$ cat config.mk
export PLATFORM = sky130hd
export DESIGN_NAME = arc4_ctrl
export DESIGN_NICKNAME = d
export VERILOG_FILES = /design/src/rtl/arc4_ctrl.sv
export SDC_FILE = /design/constraint.sdc
export NUM_CORES = 1
export LEC_CHECK = 0
export BUFFER_PORTS_ARGS = -buffer_cell sky130_fd_sc_hd__buf_4
export CAP_MARGIN = 20
export CORE_MARGIN = 8
export CORE_UTILIZATION = 42
export CTS_CLUSTER_DIAMETER = 60
export DETAILED_ROUTE_END_ITERATION = 8
export GPL_ROUTABILITY_DRIVEN = 0
export GPL_TIMING_DRIVEN = 1
export PLACE_DENSITY_LB_ADDON = 0.25
export SYNTH_ARGS = -nofsm -noshare
export SYNTH_HDL_FRONTEND = slang
export SYNTH_SLANG_ARGS = --single-unit
$ cat constraint.sdc
create_clock -name clk -period 2.1 [get_ports clk]
set_clock_uncertainty 0.15 [all_clocks]
set_input_delay 0.105 -clock clk [delete_from_list [all_inputs] [get_ports clk]]
set_output_delay 0.105 -clock clk [all_outputs]
set_load 0.02 [all_outputs]
$ cat src/rtl/arc4_ctrl.sv
// arc4_ctrl: ARC4 phase sequencer (init -> KSA -> PRGA), S-memory arbiter and per-phase watchdog
//   clk, rst                   clock, asynchronous active-high reset
//   en / rdy                   start request (taken only when rdy=1) / controller idle
//   done                       one-cycle pulse when PRGA completes
//   err                        sticky watchdog flag, cleared by rst or the next accepted en
//   phase                      current S grant: 0 none, 1 init, 2 ksa, 3 prga
//   init_/ksa_/prga_en         one-cycle start pulses to the sub-blocks
//   init_/ksa_/prga_rdy        sub-block ready inputs
//   init_/ksa_/prga_addr,
//   _wrdata, _wren             S-port requests from each sub-block
//   s_addr, s_wrdata, s_wren   S-port driven by the granted sub-block only
module arc4_ctrl #(
  parameter int TIMEOUT_CYC = 4096
) (
  input  logic       clk,
  input  logic       rst,
  input  logic       en,
  output logic       rdy,
  output logic       done,
  output logic       err,
  output logic [1:0] phase,
  output logic       init_en,
  output logic       ksa_en,
  output logic       prga_en,
  input  logic       init_rdy,
  input  logic       ksa_rdy,
  input  logic       prga_rdy,
  input  logic [7:0] init_addr,
  input  logic [7:0] ksa_addr,
  input  logic [7:0] prga_addr,
  input  logic [7:0] init_wrdata,
  input  logic [7:0] ksa_wrdata,
  input  logic [7:0] prga_wrdata,
  input  logic       init_wren,
  input  logic       ksa_wren,
  input  logic       prga_wren,
  output logic [7:0] s_addr,
  output logic [7:0] s_wrdata,
  output logic       s_wren
);
  typedef enum logic [3:0] {
    IDLE, START_INIT, WAIT_INIT, START_KSA, WAIT_KSA, START_PRGA, WAIT_PRGA, DONE, ERR
  } state_t;
  state_t      state_q, state_d;
  logic [12:0] cnt_q, cnt_d;
  logic        busy_q, busy_d;
  logic        rdy_q, done_q, err_q, init_en_q, ksa_en_q, prga_en_q;
  logic [1:0]  phase_q, phase_d;
  logic        active, is_wait, enter_start, cur_rdy, wd;
  always_comb begin
    active = state_q inside {START_INIT, WAIT_INIT, START_KSA, WAIT_KSA, START_PRGA, WAIT_PRGA};
    is_wait = state_q inside {WAIT_INIT, WAIT_KSA, WAIT_PRGA};
    // phase_q always tracks the group of state_q, so it selects the active sub-block's ready
    cur_rdy = phase_q == 2'd1 ? init_rdy : phase_q == 2'd2 ? ksa_rdy : prga_rdy;
    wd = active && cnt_q == 13'(TIMEOUT_CYC - 1);
    state_d = state_q;
    case (state_q)
      IDLE:       state_d = en ? START_INIT : IDLE;
      START_INIT: state_d = init_rdy ? WAIT_INIT : START_INIT;
      WAIT_INIT:  state_d = busy_q && init_rdy ? START_KSA : WAIT_INIT;
      START_KSA:  state_d = ksa_rdy ? WAIT_KSA : START_KSA;
      WAIT_KSA:   state_d = busy_q && ksa_rdy ? START_PRGA : WAIT_KSA;
      START_PRGA: state_d = prga_rdy ? WAIT_PRGA : START_PRGA;
      WAIT_PRGA:  state_d = busy_q && prga_rdy ? DONE : WAIT_PRGA;
      default:    state_d = IDLE;
    endcase
    // a hung phase overrides whatever transition would otherwise happen this cycle
    if (wd) state_d = ERR;
    enter_start = state_d != state_q && state_d inside {START_INIT, START_KSA, START_PRGA};
    cnt_d = enter_start || !active ? 13'd0 :
            cnt_q == 13'(TIMEOUT_CYC) ? cnt_q : cnt_q + 13'd1;
    // completion needs a low ready first; a ready that never dropped is not a finished phase
    busy_d = is_wait && (busy_q || !cur_rdy);
    phase_d = state_d inside {START_INIT, WAIT_INIT} ? 2'd1 :
              state_d inside {START_KSA, WAIT_KSA}   ? 2'd2 :
              state_d inside {START_PRGA, WAIT_PRGA} ? 2'd3 : 2'd0;
  end
  always_ff @(posedge clk or posedge rst) begin
    if (rst) begin
      state_q   <= IDLE;
      cnt_q     <= 13'd0;
      busy_q    <= 1'b0;
      rdy_q     <= 1'b1;
      done_q    <= 1'b0;
      err_q     <= 1'b0;
      phase_q   <= 2'd0;
      init_en_q <= 1'b0;
      ksa_en_q  <= 1'b0;
      prga_en_q <= 1'b0;
    end else begin
      state_q   <= state_d;
      cnt_q     <= cnt_d;
      busy_q    <= busy_d;
      rdy_q     <= state_d == IDLE;
      done_q    <= state_d == DONE;
      err_q     <= state_d == ERR || (err_q && !(state_q == IDLE && en));
      phase_q   <= phase_d;
      init_en_q <= state_q == START_INIT && state_d == WAIT_INIT;
      ksa_en_q  <= state_q == START_KSA && state_d == WAIT_KSA;
      prga_en_q <= state_q == START_PRGA && state_d == WAIT_PRGA;
    end
  end
  always_comb begin
    s_addr   = phase_q == 2'd1 ? init_addr : phase_q == 2'd2 ? ksa_addr :
               phase_q == 2'd3 ? prga_addr : 8'd0;
    s_wrdata = phase_q == 2'd1 ? init_wrdata : phase_q == 2'd2 ? ksa_wrdata :
               phase_q == 2'd3 ? prga_wrdata : 8'd0;
    s_wren   = phase_q == 2'd1 ? init_wren : phase_q == 2'd2 ? ksa_wren :
               phase_q == 2'd3 ? prga_wren : 1'b0;
  end
  assign rdy     = rdy_q;
  assign done    = done_q;
  assign err     = err_q;
  assign phase   = phase_q;
  assign init_en = init_en_q;
  assign ksa_en  = ksa_en_q;
  assign prga_en = prga_en_q;
endmodule

==> flow_metrics.env <==
export IMPL_die_h_um=81.4
export IMPL_cts_buffers=3
export IMPL_grt_usage_pct=15.7
export IMPL_ir_drop_mv=0.861
export IMPL_nNetsFinal=348
export IMPL_fin_util_pct=68.5
export IMPL_drv_cap=0
export IMPL_synth_cell_type_count=42
export IMPL_grt_pass1_vias=1723
export IMPL_synth_seq_cells=26
export IMPL_crit_buf_inv=1
export IMPL_grt_pass1_wl_um=8380
export IMPL_async_reset_ff_share_pct=100
export IMPL_final_area_mm2=0.00278
export IMPL_cp_end_kind="flip-flop"
export IMPL_syn_nets=244
export IMPL_postPlaceCellArea_mm2=0.00263
export IMPL_crit_chain="and4b_1 > nor4_4 > o221ai_2 > o21ai_1 > buf_4 > a21oi_1"
export IMPL_drt_pass1_iter_count=4
export IMPL_min_to="busy_q"
export IMPL_ys_flop_type="dfrtp_1"
export IMPL_place_hpwl_um=4560
export IMPL_crit_path_max_fanout=8
export IMPL_crit_path_start_kind="flip-flop"
export IMPL_ctsRootBufferMaster="clkbuf_8"
export IMPL_floorplan_initialDensity_pct=44.3
export IMPL_post_drt_via_cell_ratio=5.40
export IMPL_path_delay_family="simple AND/OR/NAND/NOR gates"
export IMPL_synth_area_per_cell_um2=9.71
export IMPL_cts_buffer_depth=2
export IMPL_syn2layout_area_growth_pct=54.7
export IMPL_num_antenna_cells=0
export IMPL_post_cts_buffers=0
export IMPL_rows=23
export IMPL_regArea_um2=654
export IMPL_cp_slowest_cell="dfrtp_2"
export IMPL_power_leakage_nw=1.36
export IMPL_n_fill_cell=334
export IMPL_hold_viol_final=0
export IMPL_relSlewSlack_pct=74.3
export IMPL_power_density_mw_per_mm2=1250
export IMPL_vias=1826
export IMPL_clk_pin_slew_ns=0.09
export IMPL_r2r_cells=6
export IMPL_holdPathStages=4
export IMPL_criticalPathCategory="flip-flop to flip-flop"
export IMPL_drive_gt1_share_pct=53.8
export IMPL_fin_ws_ns=0.0156
export IMPL_cts_sinks=26
export IMPL_multi_input_area_mm2=0.00110
export IMPL_tightest_slew_ns=0.382
export IMPL_cp_data_arrival_time_ns=2.08
export IMPL_r2r_slack_ns=0.02
export IMPL_startpoint="state_q[2]"
export IMPL_post_route_drc_count=0
export IMPL_pre_cts_ws_ns=-0.0559
export IMPL_report_final_setup_viol=0
export IMPL_synth_edf_count=0
export IMPL_rsz0062_at_grt="true"
export IMPL_r2r_start="state_q[2]"
export IMPL_grt_overflow_total=0
export IMPL_status="finished, final reports clean"
export IMPL_ys_seq_area_share_pct=36.3
export IMPL_period_minus_slack_ns=2.08
export IMPL_synth_area_mm2=0.00180
export IMPL_io_pins=82
export IMPL_required_ns=2.10
export IMPL_drtAntennaViolNets=0
export IMPL_slowest_delay_ns=0.48
export IMPL_r2r_end="cnt_q[10]"
export IMPL_grt_max_degree=20
export IMPL_fin_crit_sh_pct=99.3
export IMPL_portBuffers=81
export IMPL_die_area_mm2=0.00663
export IMPL_drv_slew=0
export IMPL_drtIter0Drc=96
export IMPL_worstHoldStart="init_rdy"
export IMPL_htree_num_levels=1
export IMPL_min_path_type="input port to flip-flop"
export IMPL_cts_tree="built"
export IMPL_wl_um=5700
export IMPL_die_w_um=81.4
export IMPL_fmax_mhz=480
export IMPL_clk_latency_ns=0.27
export IMPL_wire_per_inst_um=16.9
export IMPL_antenna_found_initial=0
export IMPL_synth_cells=185
export IMPL_ys_warn_count=0
export IMPL_fp_coreArea_mm2=0.00406
==> power by group <==
| group | switching, mW | internal (mW) |
|---|---|---|
| registers | 0.114 | 0.625 |
| clock network | 0.153 | 0.255 |
| logic | 1.20 | 1.14 |
==> worst max path at each step <==
stage                      endpoint  cells past startpoint
after CTS                 cnt_q[10]                      6
after global routing       phase[0]                      7
after detailed placement    init_en                      6
after global placement      init_en                      7
final                     cnt_q[10]                      6
after floorplan            cnt_q[0]                      7
==> worst register-to-register path: cells and delay by family, from the launching register on <==
kind / cells / cell delay [ns]
flip-flops: 1 / 0.48
AO/OA/AOI/OAI: 3 / 0.48
AND/OR/NAND/NOR: 2 / 0.62
buffers and inverters: 1 / 0.22
==> registers in the layout, summed over array words and instances (netlist names) <==
| register | count |
|---|---|
| state_q | 4 |
| init_en | 1 |
| rdy | 1 |
| phase | 2 |
| cnt_q | 13 |
| prga_en | 1 |
| err | 1 |
| busy_q | 1 |
| ksa_en | 1 |
| done | 1 |
==> kinds of logic (layout without fill, tap and decap cells) <==
| group | count (synthesis) | after routing | synth area share [%] |
|---|---|---|---|
| xor+xnor | 11 | 11 | 5.36 |
| mux | 21 | 21 | 13.0 |
| compound gates | 41 | 41 | 18.5 |
| fa+ha+maj | 2 | 2 | 1.39 |
| buf+inv | 23 | 126 | 6.27 |
| flops | 26 | 26 | 36.3 |
| simple gates | 61 | 61 | 19.3 |
==> cell type report <==
type	instances	area share, %
Multi-Input combinational cell	136	39.7
Clock buffer	3	1.49
Sequential cell	26	23.5
Inverter	10	1.35
Clock inverter	1	1.08
Timing Repair Buffer	112	30.6
Tap cell	50	2.25
==> per-layer routing <==
layer / up-vias / track usage [%] / share of wire (%)
met5: - / 0 / 0
met4: 0 / 1.61 / 0.32
met3: 2 / 3.97 / 7.7
met2: 53 / 29.1 / 56
met1: 882 / 18.2 / 36
li1: 889 / - / -
==> synthesized netlist by cell type (all sizes together) (3+ instances only) <==
| cell | number | area, um2 |
|---|---|---|
| a21oi | 14 | 100 |
| a22o | 17 | 149 |
| buf | 7 | 52.5 |
| clkbuf | 6 | 22.5 |
| dfrtp | 25 | 626 |
| inv | 10 | 37.5 |
| mux2 | 18 | 203 |
| mux2i | 3 | 30.0 |
| nand2 | 11 | 41.3 |
| nand3 | 5 | 25.0 |
| nand4 | 4 | 25.0 |
| nor2 | 12 | 45.0 |
| nor2b | 3 | 18.8 |
| nor3 | 3 | 15.0 |
| nor4 | 4 | 25.0 |
| nor4b | 5 | 43.8 |
| o21ai | 3 | 15.0 |
| xnor2 | 4 | 35.0 |
| xor2 | 7 | 61.3 |
==> repair_timing <==
action                                  CTS  global route
cloned                                    0             0
pin swaps                                 0             2
endpoints found under the hold margin    10             0
gates resized for setup                   9             4
hold buffers                              2             0
endpoints found under the setup margin   14            21
==> through the flow <==
| step | TNS [ns] | hold WS [ns] | cells | power, mW |
|---|---|---|---|---|
| after floorplan | -1.04 | -0.00572 | 185 | 2.12 |
| after global placement | 0 | -0.0599 | 332 | 2.95 |
| after detailed placement | -0.105 | -0.0366 | 332 | 2.99 |
| after CTS | 0 | 0.0365 | 338 | 3.47 |
| after global routing | -0.648 | 0.0587 | 338 | 3.70 |
| final | 0 | 0.0323 | 338 | 3.48 |
==> layout by cell type (no fill, tap or decap), drive strengths merged, types with 2 or more instances in the layout <==
| cell type | Yosys | layout |
|---|---|---|
| nor4 | 4 | 4 |
| and4b | 2 | 2 |
| a22o | 17 | 17 |
| nor3b | 2 | 2 |
| dlygate4sd3 | 0 | 2 |
| nand4 | 4 | 4 |
| xor2 | 7 | 7 |
| dfrtp | 25 | 25 |
| mux2 | 18 | 18 |
| inv | 10 | 10 |
| ha | 2 | 2 |
| xnor2 | 4 | 4 |
| nor2b | 3 | 3 |
| nor4b | 5 | 5 |
| nor2 | 12 | 12 |
| nand3 | 5 | 5 |
| a221oi | 2 | 2 |
| clkbuf | 6 | 3 |
| a21oi | 14 | 14 |
| mux2i | 3 | 3 |
| buf | 7 | 110 |
| nor3 | 3 | 3 |
| nand2b | 2 | 2 |
| and3 | 2 | 2 |
| o21ai | 3 | 3 |
| or4 | 2 | 2 |
| nand2 | 11 | 11 |
Power figures use the tool's default switching activity.
